File: config.mk
export PLATFORM = sky130hd
export DESIGN_NAME = fxp_seq_divider_flat
export DESIGN_NICKNAME = d
export VERILOG_FILES = /design/src/rtl/fxp_seq_divider_pkg.sv /design/src/rtl/fxp_seq_divider_if.sv /design/src/rtl/fxp_seq_divider_datapath.sv /design/src/rtl/fxp_seq_divider.sv /design/src/flat_wrapper.sv
export SDC_FILE = /design/constraint.sdc
export NUM_CORES = 1
export LEC_CHECK = 0
export CORE_MARGIN = 1.5
export CORE_UTILIZATION = 38
export CTS_CLUSTER_DIAMETER = 30
export DETAILED_ROUTE_END_ITERATION = 16
export PLACE_DENSITY = 0.52
export SETUP_SLACK_MARGIN = 0.4
export SLEW_MARGIN = 15
export SYNTH_ARGS = -nofsm -noshare
export SYNTH_HDL_FRONTEND = slang
export SYNTH_HIERARCHICAL = 1
export SYNTH_SLANG_ARGS = --single-unit
File: constraint.sdc
create_clock -name clk -period 7.9 [get_ports clk]
set_input_delay 1.975 -clock clk [delete_from_list [all_inputs] [get_ports clk]]
set_output_delay 1.975 -clock clk [all_outputs]
set_load 0.005 [all_outputs]
File: src/rtl/fxp_seq_divider_pkg.sv
// Shared definitions for the sequential fixed-point divider.
// Contents:
//   WIDTH / FRAC   operand width and fractional bit count (Q1.15 default)
//   QW / CNT_W     quotient length and iteration-counter width
//   QMAX / QMIN    saturation limits of the Q format
//   state_e        control FSM states
//   abs_val        two's complement magnitude (the most negative value maps to itself)
package fxp_seq_divider_pkg;

  localparam int WIDTH = 16;
  localparam int FRAC  = 15;
  localparam int QW    = WIDTH + FRAC;
  localparam int CNT_W = $clog2(QW + 1);

  localparam logic [WIDTH-1:0] QMAX = {1'b0, {(WIDTH-1){1'b1}}};
  localparam logic [WIDTH-1:0] QMIN = {1'b1, {(WIDTH-1){1'b0}}};

  typedef enum logic [1:0] {
    ST_IDLE,
    ST_DIV,
    ST_FIX,
    ST_DONE
  } state_e;

  // Reading the result as unsigned keeps |0x8000| = 0x8000 representable.
  function automatic logic [WIDTH-1:0] abs_val(input logic [WIDTH-1:0] x);
    return x[WIDTH-1] ? (~x + 1'b1) : x;
  endfunction

endpackage

File: src/rtl/fxp_seq_divider_if.sv
// Start/done handshake bundle shared by the DCT divider and multiplier.
// Signals:
//   A, B   dividend / divisor (Q1.FRAC, two's complement)
//   start  request, taken only while the unit is idle
//   R      quotient, held from done until the next accepted start
//   done   one-cycle completion pulse
//   busy   operation in flight
//   ovf    result saturated
//   dz     divide by zero
// Modports: master drives operands and start; slave (the divider) drives results.
interface fxp_seq_divider_if;
  import fxp_seq_divider_pkg::*;

  logic [WIDTH-1:0] A;
  logic [WIDTH-1:0] B;
  logic             start;
  logic [WIDTH-1:0] R;
  logic             done;
  logic             busy;
  logic             ovf;
  logic             dz;

  modport master (
    output A, B, start,
    input  R, done, busy, ovf, dz
  );

  modport slave (
    input  A, B, start,
    output R, done, busy, ovf, dz
  );

endinterface

File: src/rtl/fxp_seq_divider_datapath.sv
// Datapath of the radix-2 restoring divider.
// Ports:
//   clk, rst_n   clock, asynchronous active-low reset
//   load         capture operand magnitudes and signs, clear the remainder, arm the counter
//   step         produce one quotient bit
//   fix          apply the sign and saturation, then update r/ovf/dz
//   a, b         raw operands
//   count_zero   all quotient bits have been produced
//   r, ovf, dz   registered results
module fxp_seq_divider_datapath
  import fxp_seq_divider_pkg::*;
(
  input  logic             clk,
  input  logic             rst_n,
  input  logic             load,
  input  logic             step,
  input  logic             fix,
  input  logic [WIDTH-1:0] a,
  input  logic [WIDTH-1:0] b,
  output logic             count_zero,
  output logic [WIDTH-1:0] r,
  output logic             ovf,
  output logic             dz
);

  logic [QW-1:0]    dvd_q, dvd_d;
  logic [QW-1:0]    quo_q, quo_d;
  logic [WIDTH-1:0] rem_q, rem_d;
  logic [WIDTH-1:0] div_q, div_d;
  logic [CNT_W-1:0] count_q, count_d;
  logic             sign_q, sign_d;
  logic             sign_a_q, sign_a_d;
  logic             dz_pend_q, dz_pend_d;
  logic [WIDTH-1:0] r_q, r_d;
  logic             ovf_q, ovf_d;
  logic             dz_q, dz_d;
  logic [WIDTH:0]   rem_shift;

  always_comb begin
    dvd_d     = dvd_q;
    quo_d     = quo_q;
    rem_d     = rem_q;
    div_d     = div_q;
    count_d   = count_q;
    sign_d    = sign_q;
    sign_a_d  = sign_a_q;
    dz_pend_d = dz_pend_q;
    r_d       = r_q;
    ovf_d     = ovf_q;
    dz_d      = dz_q;
    // The next dividend bit enters from the MSB of the |A|<<FRAC shift register.
    rem_shift = {rem_q, dvd_q[QW-1]};

    if (load) begin
      dvd_d     = {abs_val(a), {FRAC{1'b0}}};
      quo_d     = '0;
      rem_d     = '0;
      div_d     = abs_val(b);
      count_d   = CNT_W'(QW);
      sign_d    = a[WIDTH-1] ^ b[WIDTH-1];
      sign_a_d  = a[WIDTH-1];
      dz_pend_d = (b == '0);
    end else if (step) begin
      dvd_d   = {dvd_q[QW-2:0], 1'b0};
      count_d = count_q - 1'b1;
      // The remainder stays below |B| <= 2^(WIDTH-1), so the difference fits in WIDTH bits.
      if (rem_shift >= {1'b0, div_q}) begin
        rem_d = WIDTH'(rem_shift - {1'b0, div_q});
        quo_d = {quo_q[QW-2:0], 1'b1};
      end else begin
        rem_d = rem_shift[WIDTH-1:0];
        quo_d = {quo_q[QW-2:0], 1'b0};
      end
    end else if (fix) begin
      dz_d = dz_pend_q;
      if (dz_pend_q) begin
        r_d   = sign_a_q ? QMIN : QMAX;
        ovf_d = 1'b0;
      end else if (!sign_q) begin
        if (quo_q > QW'(QMAX)) begin
          r_d   = QMAX;
          ovf_d = 1'b1;
        end else begin
          r_d   = quo_q[WIDTH-1:0];
          ovf_d = 1'b0;
        end
      end else begin
        // A negative result can reach 2^(WIDTH-1) exactly before it saturates.
        if (quo_q > QW'(QMIN)) begin
          r_d   = QMIN;
          ovf_d = 1'b1;
        end else begin
          r_d   = ~quo_q[WIDTH-1:0] + 1'b1;
          ovf_d = 1'b0;
        end
      end
    end
  end

  always_ff @(posedge clk or negedge rst_n) begin
    if (!rst_n) begin
      dvd_q     <= '0;
      quo_q     <= '0;
      rem_q     <= '0;
      div_q     <= '0;
      count_q   <= '0;
      sign_q    <= 1'b0;
      sign_a_q  <= 1'b0;
      dz_pend_q <= 1'b0;
      r_q       <= '0;
      ovf_q     <= 1'b0;
      dz_q      <= 1'b0;
    end else begin
      dvd_q     <= dvd_d;
      quo_q     <= quo_d;
      rem_q     <= rem_d;
      div_q     <= div_d;
      count_q   <= count_d;
      sign_q    <= sign_d;
      sign_a_q  <= sign_a_d;
      dz_pend_q <= dz_pend_d;
      r_q       <= r_d;
      ovf_q     <= ovf_d;
      dz_q      <= dz_d;
    end
  end

  assign count_zero = (count_q == '0);
  assign r          = r_q;
  assign ovf        = ovf_q;
  assign dz         = dz_q;

endmodule

File: src/rtl/fxp_seq_divider.sv
// Sequential signed Q1.FRAC divider, R = A / B, one quotient bit per clock.
// It uses the same start/done handshake as the DCT multiplier, so either unit
// can sit behind the same controller.
// Ports:
//   clk    clock, rising edge
//   rst_n  asynchronous active-low reset; aborts any operation in flight
//   bus    fxp_seq_divider_if slave (A, B, start in; R, done, busy, ovf, dz out)
// The FSM is IDLE -> DIV -> FIX -> DONE -> IDLE. Once a start is accepted,
// done rises WIDTH+FRAC+2 clocks later, whatever the operands are.
module fxp_seq_divider
  import fxp_seq_divider_pkg::*;
(
  input  logic              clk,
  input  logic              rst_n,
  fxp_seq_divider_if.slave  bus
);

  state_e state_q;
  logic   done_q;
  logic   busy_q;
  logic   count_zero;
  logic   load;
  logic   step;
  logic   fix;

  assign load = (state_q == ST_IDLE) && bus.start;
  assign step = (state_q == ST_DIV) && !count_zero;
  assign fix  = (state_q == ST_FIX);

  // DIV spends one final cycle observing count==0 before it moves to FIX.
  // That cycle sets the fixed latency of WIDTH+FRAC+2 clocks.
  always_ff @(posedge clk or negedge rst_n) begin
    if (!rst_n) begin
      state_q <= ST_IDLE;
      done_q  <= 1'b0;
      busy_q  <= 1'b0;
    end else begin
      done_q <= 1'b0;
      unique case (state_q)
        ST_IDLE: begin
          if (bus.start) begin
            state_q <= ST_DIV;
            busy_q  <= 1'b1;
          end
        end
        ST_DIV: begin
          if (count_zero) begin
            state_q <= ST_FIX;
          end
        end
        ST_FIX: begin
          state_q <= ST_DONE;
          done_q  <= 1'b1;
        end
        ST_DONE: begin
          state_q <= ST_IDLE;
          busy_q  <= 1'b0;
        end
        default: begin
          state_q <= ST_IDLE;
          busy_q  <= 1'b0;
        end
      endcase
    end
  end

  assign bus.done = done_q;
  assign bus.busy = busy_q;

  fxp_seq_divider_datapath u_datapath (
    .clk        (clk),
    .rst_n      (rst_n),
    .load       (load),
    .step       (step),
    .fix        (fix),
    .a          (bus.A),
    .b          (bus.B),
    .count_zero (count_zero),
    .r          (bus.R),
    .ovf        (bus.ovf),
    .dz         (bus.dz)
  );

endmodule
File: src/flat_wrapper.sv
// flat-port wrapper written by rule: the top's interface ports become plain ports
module fxp_seq_divider_flat import fxp_seq_divider_pkg::*;
  (clk, rst_n, bus_A, bus_B, bus_start, bus_R, bus_done, bus_busy, bus_ovf, bus_dz);
  fxp_seq_divider_if bus_i ();
  input  logic clk;
  input  logic rst_n;
  input wire logic [$bits(bus_i.A)-1:0] bus_A;
  input wire logic [$bits(bus_i.B)-1:0] bus_B;
  input wire logic [$bits(bus_i.start)-1:0] bus_start;
  output wire logic [$bits(bus_i.R)-1:0] bus_R;
  output wire logic [$bits(bus_i.done)-1:0] bus_done;
  output wire logic [$bits(bus_i.busy)-1:0] bus_busy;
  output wire logic [$bits(bus_i.ovf)-1:0] bus_ovf;
  output wire logic [$bits(bus_i.dz)-1:0] bus_dz;
  assign bus_i.A = bus_A;
  assign bus_i.B = bus_B;
  assign bus_i.start = bus_start;
  assign bus_R = bus_i.R;
  assign bus_done = bus_i.done;
  assign bus_busy = bus_i.busy;
  assign bus_ovf = bus_i.ovf;
  assign bus_dz = bus_i.dz;
  fxp_seq_divider u_core (.clk(clk), .rst_n(rst_n), .bus(bus_i));
endmodule
* After elaboration in Yosys (flattened, before gate mapping) *
Index checks and enable logic that the tools add are counted.

word-level totals
  register bits = 124
  bits of input ports = 35
  output and inout port bits = 20
  logic and storage cells = 71

operators by class
  add/subtract/negate cells = 5
  order comparisons = 3
  equal/unequal tests = 5
  multiplexer cells = 27
  bitwise logic cells = 6
  reduce and logical (&&, ||, !) cells = 11

operators with widths
  operator               number
  $mux 16                10
  $mux 31                4
  $add 16x1->16 const B  3
  $not 16->16            3
  $gt 31x15->1 const B   1
  $gt 31x16->1 const B   1
  $ge 17x16->1           1
  $logic_not 16->1       1
  $sub 16x16->16         1
  $mux 5                 2
  $pmux 2 s4             1
  $mux 1                 7
  $logic_not 5->1        1
  $sub 5x1->5 const B    1
  $eq 2x2->1 const B     2
  $mux 2                 2
  $reduce_and 2->1       2
  $reduce_bool 2->1      2
  $reduce_and 3->1       1
  $eq 2x1->1 const B     1
  $logic_and 1x1->1      2
  $logic_not 2->1        1
  $ne 2x1->1 const B     1
  $ne 2x2->1 const B     1
  other kinds (4)        5

* Depth between registers and ports, before layout *
  depth after elaboration = 5
  depth in mapped cells = 10
  mapped depth without buffers = 10

* Cells and area by module *
The synthesis kept the hierarchy.

by module, submodules not included
  module                    instances  cells each  area each (sq um)
  fxp_seq_divider_datapath  1          735         6,422.4
  fxp_seq_divider           1          21          254.0

* Worst setup path before layout *
No wires, ideal clock.

  path kind = input to register
  start point = input port bus_B[10]
  end point = register u_core.u_datapath.div_q[14]
  arrival time = 3.329 ns
  setup slack = 4.434 ns
  stages = 5
  path buffers = 0
  cell sequence = or4_1 or4_1 o21ai_1 xor2_1 a21oi_1

between the ends
  longest elaborated chain between the ends = 3

ends and longest elaborated chain
  element               line                             RTL
  from (decl)           flat_wrapper.sv:8                input wire logic [$bits(bus_i.B)-1:0] bus_B;
  $not 16->16           fxp_seq_divider_pkg.sv:27        return x[WIDTH-1] ? (~x + 1'b1) : x;
  $add 16x1->16         fxp_seq_divider_pkg.sv:27
  $mux 16               fxp_seq_divider_pkg.sv:27
  to (signal assigned)  fxp_seq_divider_datapath.sv:117  div_q <= div_d;
  to (decl)             fxp_seq_divider_datapath.sv:29   logic [WIDTH-1:0] div_q, div_d;

Every way passes these cells.
A chain may end at the register's enable or synchronous reset.

* Worst setup path after layout *
  start point = input port bus_start
  end point = register u_core.u_datapath.r_q[4] (netlist: u_core/u_datapath/r[4])

between the ends
  longest elaborated chain between the ends = 3

ends and longest elaborated chain
  element                     line                             RTL
  from (decl)                 flat_wrapper.sv:9                input wire logic [$bits(bus_i.start)-1:0] bus_start;
  $logic_and 1x1->1           fxp_seq_divider.sv:26            assign load = (state_q == ST_IDLE) && bus.start;
  named net u_core.load       fxp_seq_divider.sv:22            logic load;
  $not 1->1 (no line)         -
  $reduce_and 3->1 (no line)  -
  to (signal assigned)        fxp_seq_divider_datapath.sv:122  r_q <= r_d;
  to (decl)                   fxp_seq_divider_datapath.sv:34   logic [WIDTH-1:0] r_q, r_d;

The timed path passes the listed nets, and every way through them passes these cells.

==> flow_summary.json <==
{
  "synth_area_um2": 6680,
  "cp-startpoint": "bus_start",
  "grt_util_met2": 0.282,
  "clockBufferDepth": 2,
  "setup_viol": 0,
  "start_util": 0.387,
  "cts_setup_buffers": 0,
  "power.density_nw_per_um2": 493,
  "final_layout_size_suffix_gt1_frac": 0.0419,
  "cp-end-kind": "register",
  "ys_types": 57,
  "ir_worst_vdd_mv": 0.274,
  "criticalPathCategory": "input port to register",
  "cp.arrival_ns": 4.55,
  "cts.sinks": 109,
  "yosysSeqAreaShare": 0.409,
  "setup_tns_ns": 0,
  "insertion_delay_ns": 0.35,
  "drt_iter0_markers": 402,
  "hold_path_class": "register to register",
  "rows": 48,
  "startpoint_type": "input port",
  "cts_root_buf": "clkbuf_16",
  "avgSynthCellArea_um2": 8.83,
  "dp.cells": 997,
  "postRouteWirelength_um": 15600,
  "cts_resized": 0,
  "area_growth_pct": 14.7,
  "required_ns": 8.17,
  "status": "completed",
  "rsz0062_at_grt": "no",
  "synth_top_area_cell": "dfrtp_1",
  "fin_worst_skew_ns": 0.00589,
  "synth_edf_count": 0,
  "grt_pass1_wl_um": 26200,
  "syn-num-nets": 819,
  "cp.buffers_inverters": 1,
  "synthArstFlopShare": 1.00,
  "gr-usage-met1": 0.253,
  "path_cells": "clkdlybuf4s50_1, and2_4, nor2_1, nand2_1, nor2_1, o21ai_1, o21ai_1",
  "cts_tree": "done",
  "fp.dieArea_um2": 18400,
  "final_cells": 1013,
  "clkTransAtPathRegs_ns": 0.07,
  "max_cap_violations": 0,
  "post_drt_wl_per_cell_um": 15.4,
  "drc": 0,
  "p_leak_nw": 3.28,
  "grt_max_degree": 83,
  "worstMarginPinSlew_ns": 0.989,
  "post-route-worst-setup-slack_ns": 3.62,
  "fin_crit_sh": 0.542,
  "dp_hpwl_um": 10800,
  "grt_use_total": 0.177,
  "diodes": 0,
  "hold_path.startpoint": "u_core/u_datapath/ovf",
  "crit_family": "simple AND/OR/NAND/NOR gates",
  "drt_first_pass_iters": 5,
  "yosys-top-cells-area": "dfrtp_1 (41%), mux2i_1 (7.2%), a21oi_1 (5.3%)",
  "grt_pass1_vias": 5227,
  "cts-hold-fix-buffers": 0,
  "overflow": 0,
  "slew-limit-headroom": 0.341,
  "cts-htree-levels": 3,
  "maxSlewViolCount": 0,
  "io_buffers": 54,
  "worst-path-max-fanout": 40,
  "cts_inserted_buffers": 9,
  "vias_per_cell": 5.44,
  "yosysWarnings": 6,
  "dp_slack_ns": 3.30,
  "coreArea_um2": 17200,
  "n_fill_cell": 1656,
  "fin_crit_ns": 4.28,
  "max_freq_ghz": 0.234,
  "synth_cells": 756,
  "num_vias": 5511,
  "hold_viol": 0,
  "ant_nets": 0,
  "die_x_um": 136,
  "synth-seq-cells": 109,
  "critical-path-slowest-cell": "nor2_1",
  "antenna_found_initial": 0,
  "reg2reg_from": "u_core/u_datapath/count_q[0]",
  "place.gp.congestion": 0.816,
  "met3_usage": 0.0224,
  "ioPinCount": 55,
  "die_h_um": 136,
  "busiest_layer": "met2",
  "final_nets": 846,
  "ys.flop_type": "dfrtp_1",
  "critPathMaxStageDelay_ns": 0.74,
  "synth_top_area_frac": 0.409
}
-- Yosys cell counts (15+ instances only) --
library cell    n
o21ai_1        26
dfrtp_1       109
xor2_1         18
inv_1          36
clkbuf_1       36
nand2_1        50
mux2i_1        48
nand2b_1       15
nor2_1         91
o21ai_0        38
ha_1           27
a21oi_1        71
a211oi_1       17
nor3_1         18
xnor2_1        24
-- final cells by class --
type	count	area (µm²)	share of cell area
inverters	36	135	0.0176
multi-input cells	568	3650	0.476
repair buffers	59	576	0.0751
flip-flops and latches	109	2730	0.356
clock buffers	11	233	0.0304
clock inverters	5	61.3	0.00800
well taps	225	282	0.0368
-- cells by family (layout without fill, tap and decap cells) --
| group | Yosys count | after routing | synth area share |
|---|---|---|---|
| fa+ha+maj | 28 | 28 | 0.0536 |
| flops | 109 | 109 | 0.409 |
| mux | 52 | 52 | 0.0793 |
| compound gates | 210 | 210 | 0.190 |
| simple gates | 236 | 236 | 0.168 |
| xor+xnor | 42 | 42 | 0.0551 |
| buf+inv | 79 | 111 | 0.0457 |
-- cells in the final DEF (no fill, tap or decap), drive strengths merged, types with 2 or more instances in the layout --
cell type      count
nor3              18
mux2               4
buf                6
a21oi             74
nor2b              8
mux2i             48
inv               36
a211oi            17
nor4b              2
and3               2
nand3             11
o22ai              3
nor2              91
a31oi              7
clkinvlp           3
nand4              9
or4                5
nand4b             2
a211o              2
clkdlybuf4s50     53
clkbuf            11
dfrtp            109
o41ai              6
o311a              2
o21ai             64
o31ai             14
nand2             50
xnor2             24
a311oi             4
xor2              18
nor4              14
o211ai             3
ha                27
nand2b            15
a21o               5
and2               2
or2                2
or3                3
-- layer usage --
| metal | share of wire | wire [µm] |
|---|---|---|
| met2 | 0.45 | 7090 |
| met3 | 0.033 | 516 |
| met4 | 0.011 | 167 |
| met1 | 0.50 | 7850 |
| met5 | 0 | 0 |
-- report_power, final --
part / internal (W) / switching (W) / total [W]
Clock: 0.000247 / 0.000213 / 0.000460
Sequential: 0.000814 / 0.000224 / 0.00104
Combinational: 0.000956 / 0.00132 / 0.00228
Total: 0.00202 / 0.00176 / 0.00377
-- per-stage QoR --
stage / cell area (µm²) / hold slack (ns) / total power (W) / utilization
5_1_grt: 7660 / 0.540 / 0.00414 / 0.444
3_5_place_dp: 7370 / 0.490 / 0.00331 / 0.427
6_report: 7660 / 0.507 / 0.00377 / 0.444
2_1_floorplan: 6680 / 0.473 / 0.00277 / -
3_3_place_gp: 7370 / 0.482 / 0.00328 / 0.427
4_1_cts: 7660 / 0.507 / 0.00379 / 0.444
-- worst paths after layout --
| check | endpoint | slack, ns | cells after the start |
|---|---|---|---|
| worst max-delay path | u_core/u_datapath/r[4] | 3.62 | 7 |
| worst min-delay path | u_core/u_datapath/ovf | 0.51 | 1 |
| worst max register to register | u_core/u_datapath/r[4] | 4.51 | 9 |
| worst min register to register | u_core/u_datapath/ovf | 0.51 | 1 |
| max in group asynchronous | u_core/u_datapath/quo_q[27] | 5.03 | 2 |
| min in group asynchronous | u_core/u_datapath/count_q[3] | 1.63 | 1 |
-- state kept, by name (all words and copies together), names as in the netlist, 2 cells and up --
name and count:
u_core/u_datapath/count_q 5, u_core/u_datapath/quo_q 31, u_core/u_datapath/r 16, u_core/u_datapath/div_q 16, u_core/state_q 2, u_core/u_datapath/rem_q 16, u_core/u_datapath/dvd_q 16
Note: power is estimated with default switching activity, not from simulation.
